<file path="src/rtl/alu_defs_pkg.sv">
// rtl/alu_defs_pkg.sv - shared funct codes, sizes and FSM encoding for the ALU result stage
package alu_defs_pkg;

  localparam int WIDTH   = 32;
  localparam int MUL_CYC = 32;

  localparam logic [5:0] FN_ADD   = 6'b100000;
  localparam logic [5:0] FN_SUB   = 6'b100010;
  localparam logic [5:0] FN_AND   = 6'b100100;
  localparam logic [5:0] FN_OR    = 6'b100101;
  localparam logic [5:0] FN_SLT   = 6'b101010;
  localparam logic [5:0] FN_SLL   = 6'b000000;
  localparam logic [5:0] FN_SRL   = 6'b000010;
  localparam logic [5:0] FN_MFHI  = 6'b010000;
  localparam logic [5:0] FN_MFLO  = 6'b010010;
  localparam logic [5:0] FN_MULTU = 6'b011001;

  typedef enum logic {
    ST_IDLE = 1'b0,
    ST_MUL  = 1'b1
  } state_t;

endpackage

</file>
<file path="src/rtl/multu_seq.sv">
// rtl/multu_seq.sv - shift-add unsigned multiplier datapath, one iteration per cycle
module multu_seq
  import alu_defs_pkg::*;
#(
  parameter int W   = WIDTH,
  parameter int CYC = MUL_CYC
) (
  input  logic           clk,
  input  logic           reset,
  input  logic           start,
  input  logic           run,
  input  logic [W-1:0]   mcand_in,
  input  logic [W-1:0]   mplier_in,
  output logic           done,
  output logic [2*W-1:0] product
);

  localparam int CW = $clog2(CYC);

  logic [2*W-1:0] acc_q;
  logic [2*W-1:0] mcand_q;
  logic [W-1:0]   mplier_q;
  logic [CW-1:0]  count_q;

  // product is the accumulator after this cycle's add, so the last iteration's
  // result can be written to HI/LO on the same edge that ends it
  assign product = mplier_q[0] ? (acc_q + mcand_q) : acc_q;
  assign done    = run && (count_q == CW'(CYC - 1));

  // operand latch on start, then add/shift/count every running cycle
  always_ff @(posedge clk) begin
    if (reset) begin
      acc_q    <= '0;
      mcand_q  <= '0;
      mplier_q <= '0;
      count_q  <= '0;
    end else if (start) begin
      acc_q    <= '0;
      mcand_q  <= {{W{1'b0}}, mcand_in};
      mplier_q <= mplier_in;
      count_q  <= '0;
    end else if (run) begin
      acc_q    <= product;
      mcand_q  <= mcand_q << 1;
      mplier_q <= mplier_q >> 1;
      count_q  <= count_q + 1'b1;
    end
  end

endmodule

</file>
<file path="src/rtl/alu_result_stage.sv">
// rtl/alu_result_stage.sv - ALU result register stage with HI/LO and sequential MULTU
module alu_result_stage
  import alu_defs_pkg::*;
#(
  parameter int W   = WIDTH,
  parameter int CYC = MUL_CYC
) (
  input  logic         clk,
  input  logic         reset,
  input  logic         inValid,
  output logic         inReady,
  input  logic [5:0]   Signal,
  input  logic [W-1:0] dataA,
  input  logic [W-1:0] dataB,
  input  logic [W-1:0] aluOut,
  input  logic [W-1:0] shifterOut,
  output logic [W-1:0] dataOut,
  output logic         outValid,
  output logic         mulDone,
  output logic         errFunct
);

  state_t         state_q;
  state_t         state_d;
  logic [W-1:0]   hi_q;
  logic [W-1:0]   lo_q;
  logic [W-1:0]   result;
  logic           known;
  logic           accept;
  logic           start_mul;
  logic           mul_fin;
  logic [2*W-1:0] product;

  assign inReady   = (state_q == ST_IDLE);
  assign accept    = inValid && inReady;
  assign start_mul = accept && (Signal == FN_MULTU);

  multu_seq #(.W(W), .CYC(CYC)) u_multu (
    .clk       (clk),
    .reset     (reset),
    .start     (start_mul),
    .run       (state_q == ST_MUL),
    .mcand_in  (dataA),
    .mplier_in (dataB),
    .done      (mul_fin),
    .product   (product)
  );

  // result select by funct; unknown codes yield zero and flag an error
  always_comb begin
    result = '0;
    known  = 1'b1;
    case (Signal)
      FN_ADD, FN_SUB, FN_AND, FN_OR, FN_SLT: result = aluOut;
      FN_SLL, FN_SRL:                        result = shifterOut;
      FN_MFHI:                               result = hi_q;
      FN_MFLO:                               result = lo_q;
      FN_MULTU:                              result = '0;
      default:                               known  = 1'b0;
    endcase
  end

  // next-state: leave IDLE on an accepted MULTU, return when the last iteration ends
  always_comb begin
    state_d = state_q;
    case (state_q)
      ST_IDLE: if (start_mul) state_d = ST_MUL;
      ST_MUL:  if (mul_fin)   state_d = ST_IDLE;
      default: state_d = ST_IDLE;
    endcase
  end

  // state register
  always_ff @(posedge clk) begin
    if (reset) state_q <= ST_IDLE;
    else       state_q <= state_d;
  end

  // HI/LO, output register and single-cycle status pulses
  always_ff @(posedge clk) begin
    if (reset) begin
      hi_q     <= '0;
      lo_q     <= '0;
      dataOut  <= '0;
      outValid <= 1'b0;
      mulDone  <= 1'b0;
      errFunct <= 1'b0;
    end else begin
      outValid <= 1'b0;
      errFunct <= 1'b0;
      mulDone  <= mul_fin;
      if (mul_fin) begin
        hi_q <= product[2*W-1:W];
        lo_q <= product[W-1:0];
      end
      if (accept && !start_mul) begin
        dataOut  <= result;
        outValid <= 1'b1;
        errFunct <= !known;
      end
    end
  end

endmodule

</file>
<file path="config.mk">
export PLATFORM = sky130hd
export DESIGN_NAME = alu_result_stage
export DESIGN_NICKNAME = d
export VERILOG_FILES = /design/src/rtl/alu_defs_pkg.sv /design/src/rtl/multu_seq.sv /design/src/rtl/alu_result_stage.sv
export SDC_FILE = /design/constraint.sdc
export NUM_CORES = 1
export LEC_CHECK = 0
export ABC_AREA = 1
export CAP_MARGIN = 25
export CORE_ASPECT_RATIO = 1.75
export CORE_MARGIN = 1.5
export CORE_UTILIZATION = 35
export DETAILED_ROUTE_END_ITERATION = 8
export GPL_ROUTABILITY_DRIVEN = 0
export MAX_ROUTING_LAYER = met4
export PLACE_DENSITY = 0.49
export SYNTH_ARGS = -nofsm -noshare
export SYNTH_HDL_FRONTEND = slang
export SYNTH_SLANG_ARGS = --single-unit
</file>
<file path="constraint.sdc">
create_clock -name clk -period 6 [get_ports clk]
set_clock_uncertainty 0.2 [all_clocks]
set_input_delay 1.2 -clock clk [delete_from_list [all_inputs] [get_ports clk]]
set_output_delay 1.2 -clock clk [all_outputs]
set_load 0.02 [all_outputs]
</file>
==> key figures <==
Die
  • Core area: 0.0495 mm^2
  • DIE WIDTH: 172 um
  • Number of I/O pins: 173
  • Initial core utilization: 0.354
  • Die span in y: 299 um
  • Die area: 0.0514 mm^2
  • Row count: 108

Route
  • Uppermost routed layer: met4
  • Final wirelength: 68.3 mm
  • Metal-1 WL: 25.4 mm
  • Vias per cell: 4.85
  • Per-cell routed wire length: 18.3 um
  • Met3 wire length: 2.05 mm
  • Vias after detailed routing: 18100
  • Drt drc: 0
  • DRT Pass-1 Iters: 5
  • Initial DRC Count: 1294
  • Metal2 WL: 34.4 mm
  • Antenna violation net count after detailed routing: 0

Critical path
  • Crit Path Class: flop to output port
  • Crit path launch type: flop
  • FF-to-FF path depth: 10
  • Crit path DAT: 2.21 ns
  • CP Capture Type: output port
  • CP Data Required Time: 4.60 ns
  • CP Max Fanout: 46

Clocking
  • Total CTS buffers: 29
  • CTS resizes: 0
  • Clock Sinks: 265
  • Post-CTS setup repair buffer count: 0
  • H-tree depth: 1
  • CTS tree: done
  • Max Buffers Root-to-Sink: 3
  • # hold bufs at CTS: 0
  • Root Driver: clkbuf_16
  • Clock latency on the worst-skew pair: 0.60 ns
  • Clock transition at path regs: 0.06 ns

Placement
  • PortBufs: 172
  • Hpwl dp: 52.5 mm
  • Dpl cell area: 0.0197 mm^2

Synthesis
  • Commonest cells in the netlist: nand2_1 (1086), inv_1 (487), dfxtp_1 (265)
  • Sequential area share after synthesis: 0.303
  • Synth Instances: 2952
  • Synth Warn #: 0
  • Yosys reg bits: 265
  • Post-synth ARST share: 0
  • EDFF count, synth: 0
  • Synth top area share: 0.303
  • Synth Cell Area: 0.0175 mm^2
  • Most common cell in the synthesized netlist: nand2_1
  • Primary FF master, synth: dfxtp_1
  • Area leader, netlist: dfxtp_1
  • Syn avg cell area: 5.93 um^2
  • Cell variety after synth: 42
  • Syn_nets: 3155
  • Synth top area cells: dfxtp_1 (30%), nand2_1 (23%), inv_1 (10%), nor2_1 (5.4%), a21oi_1 (4.7%)

STA
  • Final Slew Violations: 0
  • Worst-margin pin slew: 1.08 ns
  • Fmax: 277 MHz
  • Hold slack: 0.262 ns
  • Final worst-path cycle share: 0.602
  • Hold Fails Final Rpt: 0
  • RSZ-0062 raised after global routing: no
  • Fin Setup TNS: 0 ns
  • Final Critical Period: 3.61 ns
  • Setup violators final: 0
  • Max_slew headroom: 0.277

Power and ir drop
  • Static leakage: 9.81 nW
  • Sequential share of power: 0.448
  • Net Switching: 0.945 mW
  • Max IR drop VDD: 0.203 mV
  • Overall Power: 3.97 mW
  • Combinational power share: 0.057
  • Power Dens Cells: 191 mW/mm^2
  • Clock power share: 0.496
  • Internal power: 3.03 mW
  • Switching share of power: 0.238

Global routing
  • Vias in the first global route: 17400
  • Largest net degree at the start of global routing: 102
  • GRT overflow: 0
  • Initial antenna violation count: 0
  • First-pass GRT wire length: 102 mm
  • All-layer global routing usage: 0.272

Job
  • Max-Cap Viols: 0

Finish
  • Post-layout util: 0.420
  • Fin nets: 3259
  • N_diodes: 0
  • Number of fill cells: 5501
  • Layout cell share with drive strength beyond 1: 0.0542
  • Post-route cell area: 0.0208 mm^2
  • Area growth syn-to-layout: 18.7%

Worst hold path
  • Hold depth: 2
  • Worst min path class: flop to flop

Run status
  • Status: complete, no violations
## critical path: stages, from the launching register on
cell             delay (ns)
dfxtp_4                0.75
inv_2                  0.22
clkdlybuf4s50_1        0.60
## metrics by stage
step	worst slack, ns	std cells
2_1_floorplan	3.49	2952
3_3_place_gp	1.89	3682
3_5_place_dp	1.90	3685
4_1_cts	2.35	3739
5_1_grt	2.23	3739
6_report	2.39	3739
## layer usage
layer | track usage | vias to the layer above
met5 | - | -
met4 | 0.212 | 0
met3 | 0.0221 | 184
met2 | 0.473 | 395
met1 | 0.279 | 8228
li1 | - | 9338
## worst paths after layout
kind                                     startpoint                                 to  slack, ns
setup / recovery                 state_q$_SDFF_PP0_                            inReady       2.39
hold reg to reg   u_multu.mplier_q[31]$_SDFFE_PP0P_  u_multu.mplier_q[31]$_SDFFE_PP0P_       0.26
hold / removal    u_multu.mplier_q[31]$_SDFFE_PP0P_  u_multu.mplier_q[31]$_SDFFE_PP0P_       0.26
setup reg to reg    u_multu.count_q[0]$_SDFFE_PP0P_              lo_q[28]$_SDFFE_PP0P_       2.39
## sequential cells by signal, summed over array words and instances (netlist names)
name and count:
mulDone 1, state_q 1, u_multu.mplier_q 32, u_multu.acc_q 64
u_multu.count_q 5, errFunct 1, dataOut 32, lo_q 32
hi_q 32, outValid 1, u_multu.mcand_q 64
## power by group through the flow
stage               logic [mW]  clock network, mW  registers (mW)
finish                   0.224               1.97            1.78
global placement         0.222                  0            1.82
floorplan               0.0828                  0            1.82
CTS                      0.226               2.02            1.78
global route             0.241               2.08            1.78
detailed placement       0.225                  0            1.82
## cells in the final DEF, fill, tap and decap left out, drive strengths merged, types with 2 or more instances in the layout
cell,count
ha,65
nor2,280
clkdlybuf4s50,171
buf,16
nand3,167
mux2i,2
and2,2
nand3b,2
xnor2,14
inv,502
bufinv,4
clkinv,14
a22oi,22
xor2,13
nand4,12
a21oi,166
or2,3
clkbuf,36
nor4,3
o21ai,74
clkinvlp,2
nand2,1109
o211ai,38
nor3,17
a22o,5
dfxtp,265
o22ai,6
a31oi,61
o21bai,2
and3,2
## area by class of cell
| class | instances | area [um^2] | share of cell area |
|---|---|---|---|
| flip-flops and latches | 265 | 5310 | 0.256 |
| repair buffers | 187 | 1890 | 0.0909 |
| clock inverters | 18 | 221 | 0.0107 |
| multi-input cells | 2069 | 9830 | 0.473 |
| inverters | 504 | 1890 | 0.0911 |
| clock buffers | 36 | 813 | 0.0391 |
| well taps | 660 | 826 | 0.0397 |
## logic make-up after synthesis
kind of cell / Yosys count / synth area share
AO/OA/AOI/OAI: 377 / 0.123
XOR/XNOR: 27 / 0.0135
adder cells (fa/ha/maj): 66 / 0.0476
buffers and inverters: 618 / 0.137
flip-flops: 265 / 0.303
multiplexers: 2 / 0.00114
AND/OR/NAND/NOR: 1597 / 0.375
Power figures use the tool's default switching activity.
